===== src/rtl/shifter_pkg.sv =====
// Shared types and helpers for the pipelined barrel shifter.
package shifter_pkg;

    typedef enum logic [1:0] {
        SRL = 2'b00,
        SRA = 2'b01,
        SLL = 2'b10,
        ROR = 2'b11
    } shift_op_t;

    // Number of shift levels per register stage (last stage takes the remainder).
    function automatic int unsigned levels_per_stage(input int unsigned s, input int unsigned p);
        return (s + p - 1) / p;
    endfunction

endpackage


===== src/rtl/barrel_shift_level.sv =====
// One combinational level of the barrel shifter: shifts by D when enabled and
// reports whether any discarded bit was set. Rotate logic only exists when
// SHIFTER_ROTATE_EN is defined.
module barrel_shift_level
    import shifter_pkg::*;
#(
    parameter int unsigned N = 32,
    parameter int unsigned D = 1
) (
    input  logic [N-1:0] data,
    input  logic         en,
    input  shift_op_t    op,
    input  logic         fill,
    output logic [N-1:0] shifted,
    output logic         lost
);

    logic [N-1:0] right_c;
    logic [N-1:0] left_c;
    logic         right_lost;
    logic         left_lost;

    // A distance of N or more pushes the whole word out.
    if (D >= N) begin : g_all
        assign right_c    = {N{fill}};
        assign left_c     = {N{fill}};
        assign right_lost = |data;
        assign left_lost  = |data;
    end else begin : g_part
        assign right_c    = {{D{fill}}, data[N-1:D]};
        assign right_lost = |data[D-1:0];
        assign left_c     = {data[N-1-D:0], {D{fill}}};
        assign left_lost  = |data[N-1:N-D];
    end

`ifdef SHIFTER_ROTATE_EN
    logic [N-1:0] rot_c;

    if (D >= N) begin : g_rot_all
        assign rot_c = data;
    end else begin : g_rot_part
        assign rot_c = {data[D-1:0], data[N-1:D]};
    end
`endif

    // Select the shifted word and discarded-bit flag for this level.
    always_comb begin
        shifted = data;
        lost    = 1'b0;
        if (en) begin
            case (op)
                SLL: begin
                    shifted = left_c;
                    lost    = left_lost;
                end
`ifdef SHIFTER_ROTATE_EN
                ROR: begin
                    shifted = rot_c;
                    lost    = 1'b0;
                end
`endif
                default: begin
                    shifted = right_c;
                    lost    = right_lost;
                end
            endcase
        end
    end

endmodule


===== src/rtl/barrel_shifter_pipe.sv =====
// Pipelined barrel shifter (SRL/SRA/SLL, optional ROR) with sticky output and
// valid/ready handshake. Define SHIFTER_ROTATE_EN to enable rotate (needs N = 2**S).
module barrel_shifter_pipe
    import shifter_pkg::*;
#(
    parameter int unsigned N           = 32,
    parameter int unsigned S           = 5,
    parameter int unsigned PIPE_STAGES = 2
) (
    input  logic         clk,
    input  logic         reset_n,
    input  logic         flush,
    input  logic         valid_in,
    output logic         ready_in,
    input  logic [N-1:0] data_in,
    input  logic [S-1:0] amount,
    input  shift_op_t    op,
    output logic         valid_out,
    input  logic         ready_out,
    output logic [N-1:0] data_out,
    output logic         sticky_out
);

    localparam int unsigned P = PIPE_STAGES;
    localparam int unsigned L = levels_per_stage(S, PIPE_STAGES);

    if (P < 1 || P > S) begin : g_bad_stages
        $error("PIPE_STAGES must be in 1..S");
    end

`ifdef SHIFTER_ROTATE_EN
    if (N != 2 ** S) begin : g_bad_rotate
        $error("rotate requires N == 2**S");
    end
`endif

    shift_op_t    op_in;
    logic         hold_in;
    logic         sticky_in;

    logic [N-1:0] src_data   [P];
    logic         src_sticky [P];
    logic [S-1:0] src_amt    [P];
    shift_op_t    src_op     [P];
    logic         src_hold   [P];
    logic [N-1:0] nx_data    [P];
    logic         nx_sticky  [P];

    logic [N-1:0] st_data    [P];
    logic         st_sticky  [P];
    logic [S-1:0] st_amt     [P];
    shift_op_t    st_op      [P];
    logic         st_hold    [P];

    logic [P-1:0] st_valid;
    logic [P-1:0] valid_src;
    logic [P-1:0] can_load;

`ifdef SHIFTER_ROTATE_EN
    assign op_in = op;
`else
    assign op_in = (op == ROR) ? SRL : op;
`endif

    // SRA past the word width: sticky is every non-sign bit, so freeze it up front
    // rather than letting levels count shifted-in sign copies.
    assign hold_in   = (32'(amount) >= 32'(N)) && (op_in == SRA);
    assign sticky_in = hold_in & (|data_in[N-2:0]);

    for (genvar g = 0; g < int'(P); g++) begin : g_stage
        localparam int unsigned LO  = 32'(g) * L;
        localparam int unsigned HI  = (LO + L > S) ? S : LO + L;
        localparam int unsigned CNT = (HI > LO) ? HI - LO : 0;

        if (g == 0) begin : g_src_in
            assign src_data[g]   = data_in;
            assign src_sticky[g] = sticky_in;
            assign src_amt[g]    = amount;
            assign src_op[g]     = op_in;
            assign src_hold[g]   = hold_in;
            assign valid_src[g]  = valid_in;
        end else begin : g_src_reg
            assign src_data[g]   = st_data[g-1];
            assign src_sticky[g] = st_sticky[g-1];
            assign src_amt[g]    = st_amt[g-1];
            assign src_op[g]     = st_op[g-1];
            assign src_hold[g]   = st_hold[g-1];
            assign valid_src[g]  = st_valid[g-1];
        end

        // A stage can load when it, or every full stage after it, drains this cycle.
        assign can_load[g] = ready_out | ~(&st_valid[P-1:g]);

        for (genvar k = 0; k < int'(CNT); k++) begin : g_lvl
            logic [N-1:0] din;
            logic [N-1:0] sh;
            logic         sin;
            logic         sout;
            logic         lost;

            if (k == 0) begin : g_first
                assign din = src_data[g];
                assign sin = src_sticky[g];
            end else begin : g_next
                assign din = g_lvl[k-1].sh;
                assign sin = g_lvl[k-1].sout;
            end

            barrel_shift_level #(
                .N (N),
                .D (2 ** (LO + 32'(k)))
            ) u_level (
                .data    (din),
                .en      (src_amt[g][LO + 32'(k)]),
                .op      (src_op[g]),
                .fill    ((src_op[g] == SRA) & din[N-1]),
                .shifted (sh),
                .lost    (lost)
            );

            assign sout = sin | (lost & ~src_hold[g]);
        end

        if (CNT == 0) begin : g_pass
            assign nx_data[g]   = src_data[g];
            assign nx_sticky[g] = src_sticky[g];
        end else begin : g_out
            assign nx_data[g]   = g_lvl[CNT-1].sh;
            assign nx_sticky[g] = g_lvl[CNT-1].sout;
        end
    end

    // Stage payload registers; loaded whenever the stage can accept, never reset.
    always_ff @(posedge clk) begin
        for (int g = 0; g < int'(P); g++) begin
            if (can_load[g]) begin
                st_data[g]   <= nx_data[g];
                st_sticky[g] <= nx_sticky[g];
                st_amt[g]    <= src_amt[g];
                st_op[g]     <= src_op[g];
                st_hold[g]   <= src_hold[g];
            end
        end
    end

    // Stage valid bits: flush kills everything, otherwise advance or hold.
    always_ff @(posedge clk or negedge reset_n) begin
        if (!reset_n) begin
            st_valid <= '0;
        end else if (flush) begin
            st_valid <= '0;
        end else begin
            st_valid <= (can_load & valid_src) | (~can_load & st_valid);
        end
    end

    assign ready_in   = can_load[0] | flush;
    assign valid_out  = st_valid[P-1];
    assign data_out   = st_data[P-1];
    assign sticky_out = st_sticky[P-1];

endmodule

===== config.mk =====
export PLATFORM = sky130hd
export DESIGN_NAME = barrel_shifter_pipe
export DESIGN_NICKNAME = d
export VERILOG_FILES = /design/src/rtl/shifter_pkg.sv /design/src/rtl/barrel_shift_level.sv /design/src/rtl/barrel_shifter_pipe.sv
export SDC_FILE = /design/constraint.sdc
export NUM_CORES = 1
export LEC_CHECK = 0
export ABC_AREA = 1
export CAP_MARGIN = 0
export CORE_UTILIZATION = 35
export CTS_BUF_LIST = sky130_fd_sc_hd__clkbuf_8
export CTS_CLUSTER_SIZE = 14
export DETAILED_ROUTE_END_ITERATION = 7
export GPL_ROUTABILITY_DRIVEN = 0
export GPL_TIMING_DRIVEN = 0
export HOLD_SLACK_MARGIN = 0.1
export PLACE_DENSITY = 0.62
export SYNTH_ARGS = -nofsm -noshare
export SYNTH_HDL_FRONTEND = slang
export SYNTH_HIERARCHICAL = 1
export SYNTH_SLANG_ARGS = --single-unit

===== constraint.sdc =====
create_clock -name clk -period 2.1 [get_ports clk]
set_clock_uncertainty 0.1 [all_clocks]
set_input_delay 0.42 -clock clk [delete_from_list [all_inputs] [get_ports clk]]
set_output_delay 0.42 -clock clk [all_outputs]
set_load 0.005 [all_outputs]

# Yosys cells after proc, flatten, opt, wreduce, memory -nomap -nowiden
# Memory sizes are Yosys's and may differ from the RTL's.
# Cells that the tools add are included.
classes:
  eq_ne: 5
  n_mux: 26
  bitwise_logic: 21
  n_reduce_logical: 9
ops:
  columns: ["operator", "n"]
  rows:
  - ["32-bit 2-to-1 mux", 10]
  - ["16-bit OR reduction", 2]
  - ["8-bit OR reduction", 2]
  - ["1-bit 2-to-1 mux", 14]
  - ["4-bit OR reduction", 2]
  - ["1-bit AND", 7]
  - ["1-bit bitwise OR", 7]
  - ["2-bit == test, second input constant", 3]
  - ["2-bit AND", 2]
  - ["2-bit by 1-bit == test with 1-bit output, second input constant", 2]
  - ["2-bit 2-to-1 mux", 2]
  - ["2-bit OR reduction", 2]
  - ["1-bit NOT", 3]
  - ["2-bit NOT", 1]
  - ["2-bit bitwise OR", 1]
  - ["2-bit AND reduction", 1]
totals:
  regBits: 2
  ramBits: 82
  inputBits: 44
  output_inout_bits: 35
  mem_count: 5
mem_list:
  columns: ["name", "depth", "word_bits", "read_ports", "rd_clocked_by_memory_dff", "wr", "line", "source"]
  rows:
  - ["st_data", 2, 32, 2, 0, 2, "barrel_shifter_pipe.sv:49", "logic [N-1:0] st_data [P];"]
  - ["st_amt", 2, 5, 1, 0, 2, "barrel_shifter_pipe.sv:51", "logic [S-1:0] st_amt [P];"]
  - ["st_op", 2, 2, 1, 0, 2, "barrel_shifter_pipe.sv:52", "shift_op_t st_op [P];"]
  - ["st_hold", 2, 1, 1, 0, 2, "barrel_shifter_pipe.sv:53", "logic st_hold [P];"]
  - ["st_sticky", 2, 1, 2, 0, 2, "barrel_shifter_pipe.sv:50", "logic st_sticky [P];"]

# Depth between registers and ports, before layout
logic_depth:
  ltp_word: 13
  ltp_mapped: 20

# By module
# Netlist, hierarchy kept.
by_module_without_submodules:
  columns: ["module", "n_inst", "cells_each", "area_per_inst_um2"]
  rows:
  - ["barrel_shifter_pipe", 1, 102, 2280.9]
  - ["barrel_shift_level at g_stage[0].g_lvl[0].u_level", 1, 216, 983.4]
  - ["barrel_shift_level at g_stage[0].g_lvl[1].u_level", 1, 217, 907.1]
  - ["barrel_shift_level at g_stage[0].g_lvl[2].u_level", 1, 220, 904.6]
  - ["barrel_shift_level at g_stage[1].g_lvl[1].u_level", 1, 144, 674.4]
  - ["barrel_shift_level at g_stage[1].g_lvl[0].u_level", 1, 145, 673.1]

# Least setup slack after synthesis
# Ideal clock, no wire load.
synth_timing:
  path_type: "input to register"
  from: "input port op[1]"
  to: "memory st_data[0][0], data pin"
  setup_time_ns: 0.130
  arrival_ns: 2.377
  slack_ns: -0.507
  stages: 19
  n_path_buf: 1
  cell_sequence: "inv_1 -> nor2_1 -> buf_6 -> nand2_8 -> nand2_1 -> nand3_1 -> nand2_1 -> inv_1 -> nor2_1 -> nand2_1 -> nand2_1 -> nand2_1 -> nand2_1 -> inv_1 -> nor2_1 -> nand3_1 -> nand2_1 -> nand2_1 -> nand2_1"
synth_rtl:
  columns: ["item", "line", "source"]
  rows:
  - ["start, declared", "barrel_shifter_pipe.sv:17", "input shift_op_t op,"]
  - ["end, declared", "barrel_shifter_pipe.sv:49", null]

==> impl_metrics.yaml <==
outcome:
  status: "finished, violations left"
  violations: "setup timing"
sta:
  rsz0062_at_grt: "yes"
  timing.slew.headroom_pct: 53.4
  fin_setup_tns_ps: -113
  post-route-min-period_ps: 2150
  whs_ps: 137
  fin_ws_ps: -51.6
  hold_violations: 0
  worst_slew_pin_slew_ps: 698
  maxSlewViolCount: 0
  setup_viol: 12
  fin_crit_sh_pct: 102
  fmax_mhz: 465
global_routing:
  grt_pass1_wl_mm: 30.1
  antenna_found_initial: 0
  grt_pass1_vias: 6419
  grt_max_degree: 38
  grt_usage_pct: 20.4
  grt.overflow.total: 0
worst_setup_path:
  reg2reg_slack_ps: -50
  cp.arrival_ps: 2150
  required_ps: 2100
  rr_endpoint: "st_sticky[0][1]$_DFFE_PN_"
  crit_path_start_kind: "flip-flop"
  endpoint: "st_sticky[0][1]$_DFFE_PN_"
  worstPathMaxFanout: 10
  crit_path_end_kind: "flip-flop"
  critical_path_class: "reg2reg"
  regToRegStartpoint: "st_op[0][1]$_DFFE_PP_"
  critical_path.startpoint: "st_op[0][1]$_DFFE_PP_"
  reg2reg_depth: 14
finish:
  fillCellCount: 1826
  seqCellArea_sq_um: 2150
  finalNonFillerCells: 1400
  n_antenna_cell: 0
  multi_input_area_sq_um: 4010
  layout-drive-gt1-share_pct: 21.6
  syn2layout_area_growth_pct: 37.2
  final_area_sq_um: 8810
  post-route-util_pct: 49.1
  fin_nets: 1210
clock_network:
  cts_sinks: 72
  clock-root-buffer: "clkbuf_8"
  cts_tree: "done"
  clockBufferDepth: 2
  cts_buffers: 9
  htree_levels: 3
  insertion_delay_ps: 350
  clkTransAtPathRegs_ps: 70
drt:
  viasPerCell: 4.97
  met1Wirelength_mm: 8.22
  drtIter0Drc: 559
  wl_mm: 19.1
  drc: 0
  antenna_left: 0
  routed.top_layer: "met4"
  wl_met2_mm: 9.57
  avgRoutedWirePerCell_um: 13.7
  vias: 6957
  first_pass_iters: 5
  met3_length_um: 634
place:
  hpwl_mm: 14.4
  dp.cells: 1348
  place_area_sq_um: 7490
  portBuffers: 75
  pre_cts_ws_ps: -1320
pwr:
  p_leak_nw: 4.23
  power_density_nw_per_um2: 558
  swShare_pct: 33.5
  pwr-share-comb_pct: 38.1
  power.switching_mw: 1.65
  seq_power_share_pct: 39.1
  total_power_mw: 4.92
  ir_worst_vdd_mv: 0.533
  p_int_mw: 3.27
  clkPwrFrac_pct: 22.8
logic_synthesis:
  synthTopCellsByArea: "edfxtp_1 33%, nand2_1 25%, nand3_1 12%, inv_1 7.2%, nor2_1 5.7%"
  syn_nets: 1088
  syn-cell-area_sq_um: 6420
  synth_area_per_cell_sq_um: 6.15
  postSynthCellCount: 1044
  synth_top_area_share_pct: 32.7
  ys_warn_count: 6
  yosysUniqueCellTypes: 27
  synth_seq_cells: 72
  synth.largest_area_cell: "edfxtp_1"
  synth_seq_area_share_pct: 33.5
flow_run:
  drv_cap: 0
floorplan:
  die-area_sq_um: 18900
  start_util_pct: 35.8
  core_area_sq_um: 18000
  die_h_um: 137
  die_w_um: 137
  io_pins: 79
  rows: 49
hold_path:
  hold_class: "in2async"
## state kept, by name (all words and copies together) (netlist names)
register and cells:
st_valid 2, st_sticky 2, st_op 2, st_amt 2
st_data 64
## what timing repair did
action,CTS,global route
endpoints found under the setup margin,66,93
pin swaps,26,42
hold buffers,0,0
hold endpoints to repair,0,0
resized for setup,83,116
setup buffers,19,18
cloned,0,2
## critical path: stages (launching register included)
cell      delay (ps)
edfxtp_1         420
buf_6            160
nand2_8          100
clkinv_8          90
buf_8            140
nand2_2           90
a31oi_4          100
inv_1            100
nand2_1           80
nor2_2           160
nand3_1           90
nand2_1          100
nor2_2            60
inv_1             50
nand2_1           60
## metal layers
metal,up-vias,GRT usage (%)
li1,3542,-
met1,3150,24.3
met2,222,36.5
met3,43,2.39
met4,0,9.16
met5,-,0
## worst min path at each step
stage,startpoint,to,slack [ps],cells after the start
3_3_place_gp,st_valid[0]$_DFF_PN0_,st_valid[1]$_DFF_PN0_,400,2
3_5_place_dp,st_valid[0]$_DFF_PN0_,st_valid[1]$_DFF_PN0_,410,2
2_1_floorplan,reset_n,st_valid[0]$_DFF_PN0_,20,0
4_1_cts,reset_n,st_valid[0]$_DFF_PN0_,120,1
5_1_grt,reset_n,st_valid[0]$_DFF_PN0_,140,1
6_report,reset_n,st_valid[0]$_DFF_PN0_,140,1
## synthesized netlist by cell type (all sizes together)
library cell	number
nand2	442
nor3	2
nor3b	2
a31oi	32
a22oi	4
nand4	1
nand3	157
a21oi	34
dfrtp	2
clkbuf	7
and2	1
buf	57
nor2	102
edfxtp	70
inv	131
## power by group through the flow
stage	Combinational, mW	Sequential (mW)	Clock (mW)
3_5_place_dp	1.52	1.96	0
6_report	1.87	1.93	1.12
5_1_grt	2.06	1.95	1.19
2_1_floorplan	0.959	1.93	0
4_1_cts	1.66	1.93	1.14
3_3_place_gp	1.50	1.95	0
## cells by family (layout without fill, tap and decap cells)
group,Yosys count,after routing,share of synthesized area [%]
AND/OR/NAND/NOR,707,707,45.5
buffers and inverters,195,322,14.6
flip-flops,72,72,33.5
AO/OA/AOI/OAI,70,70,6.35
## area by class of cell
cell class / instances / area share, %
clock buffers: 9 / 1.41
inverters: 131 / 6.16
multi-input cells: 777 / 45.5
repair buffers: 114 / 13.2
plain buffers: 61 / 5.18
flip-flops and latches: 72 / 24.4
clock inverters: 7 / 0.895
well taps: 229 / 3.25
## cells in the final DEF (no fill, tap or decap), types with 7 or more instances in the layout
cell type and count:
edfxtp_1 70, nand2_1 399, nand2_2 38, a21oi_1 13, nor2_4 9, a31oi_2 15, nor2_2 7, nand3_2 13
inv_1 111, a31oi_4 11, clkbuf_8 9, a21oi_2 15, nand3_1 143, buf_6 17, buf_8 7, nor2_1 86
clkdlybuf4s50_1 70, buf_2 26, buf_4 33, inv_2 15, clkbuf_1 7
(Power assumes the default switching activity.)
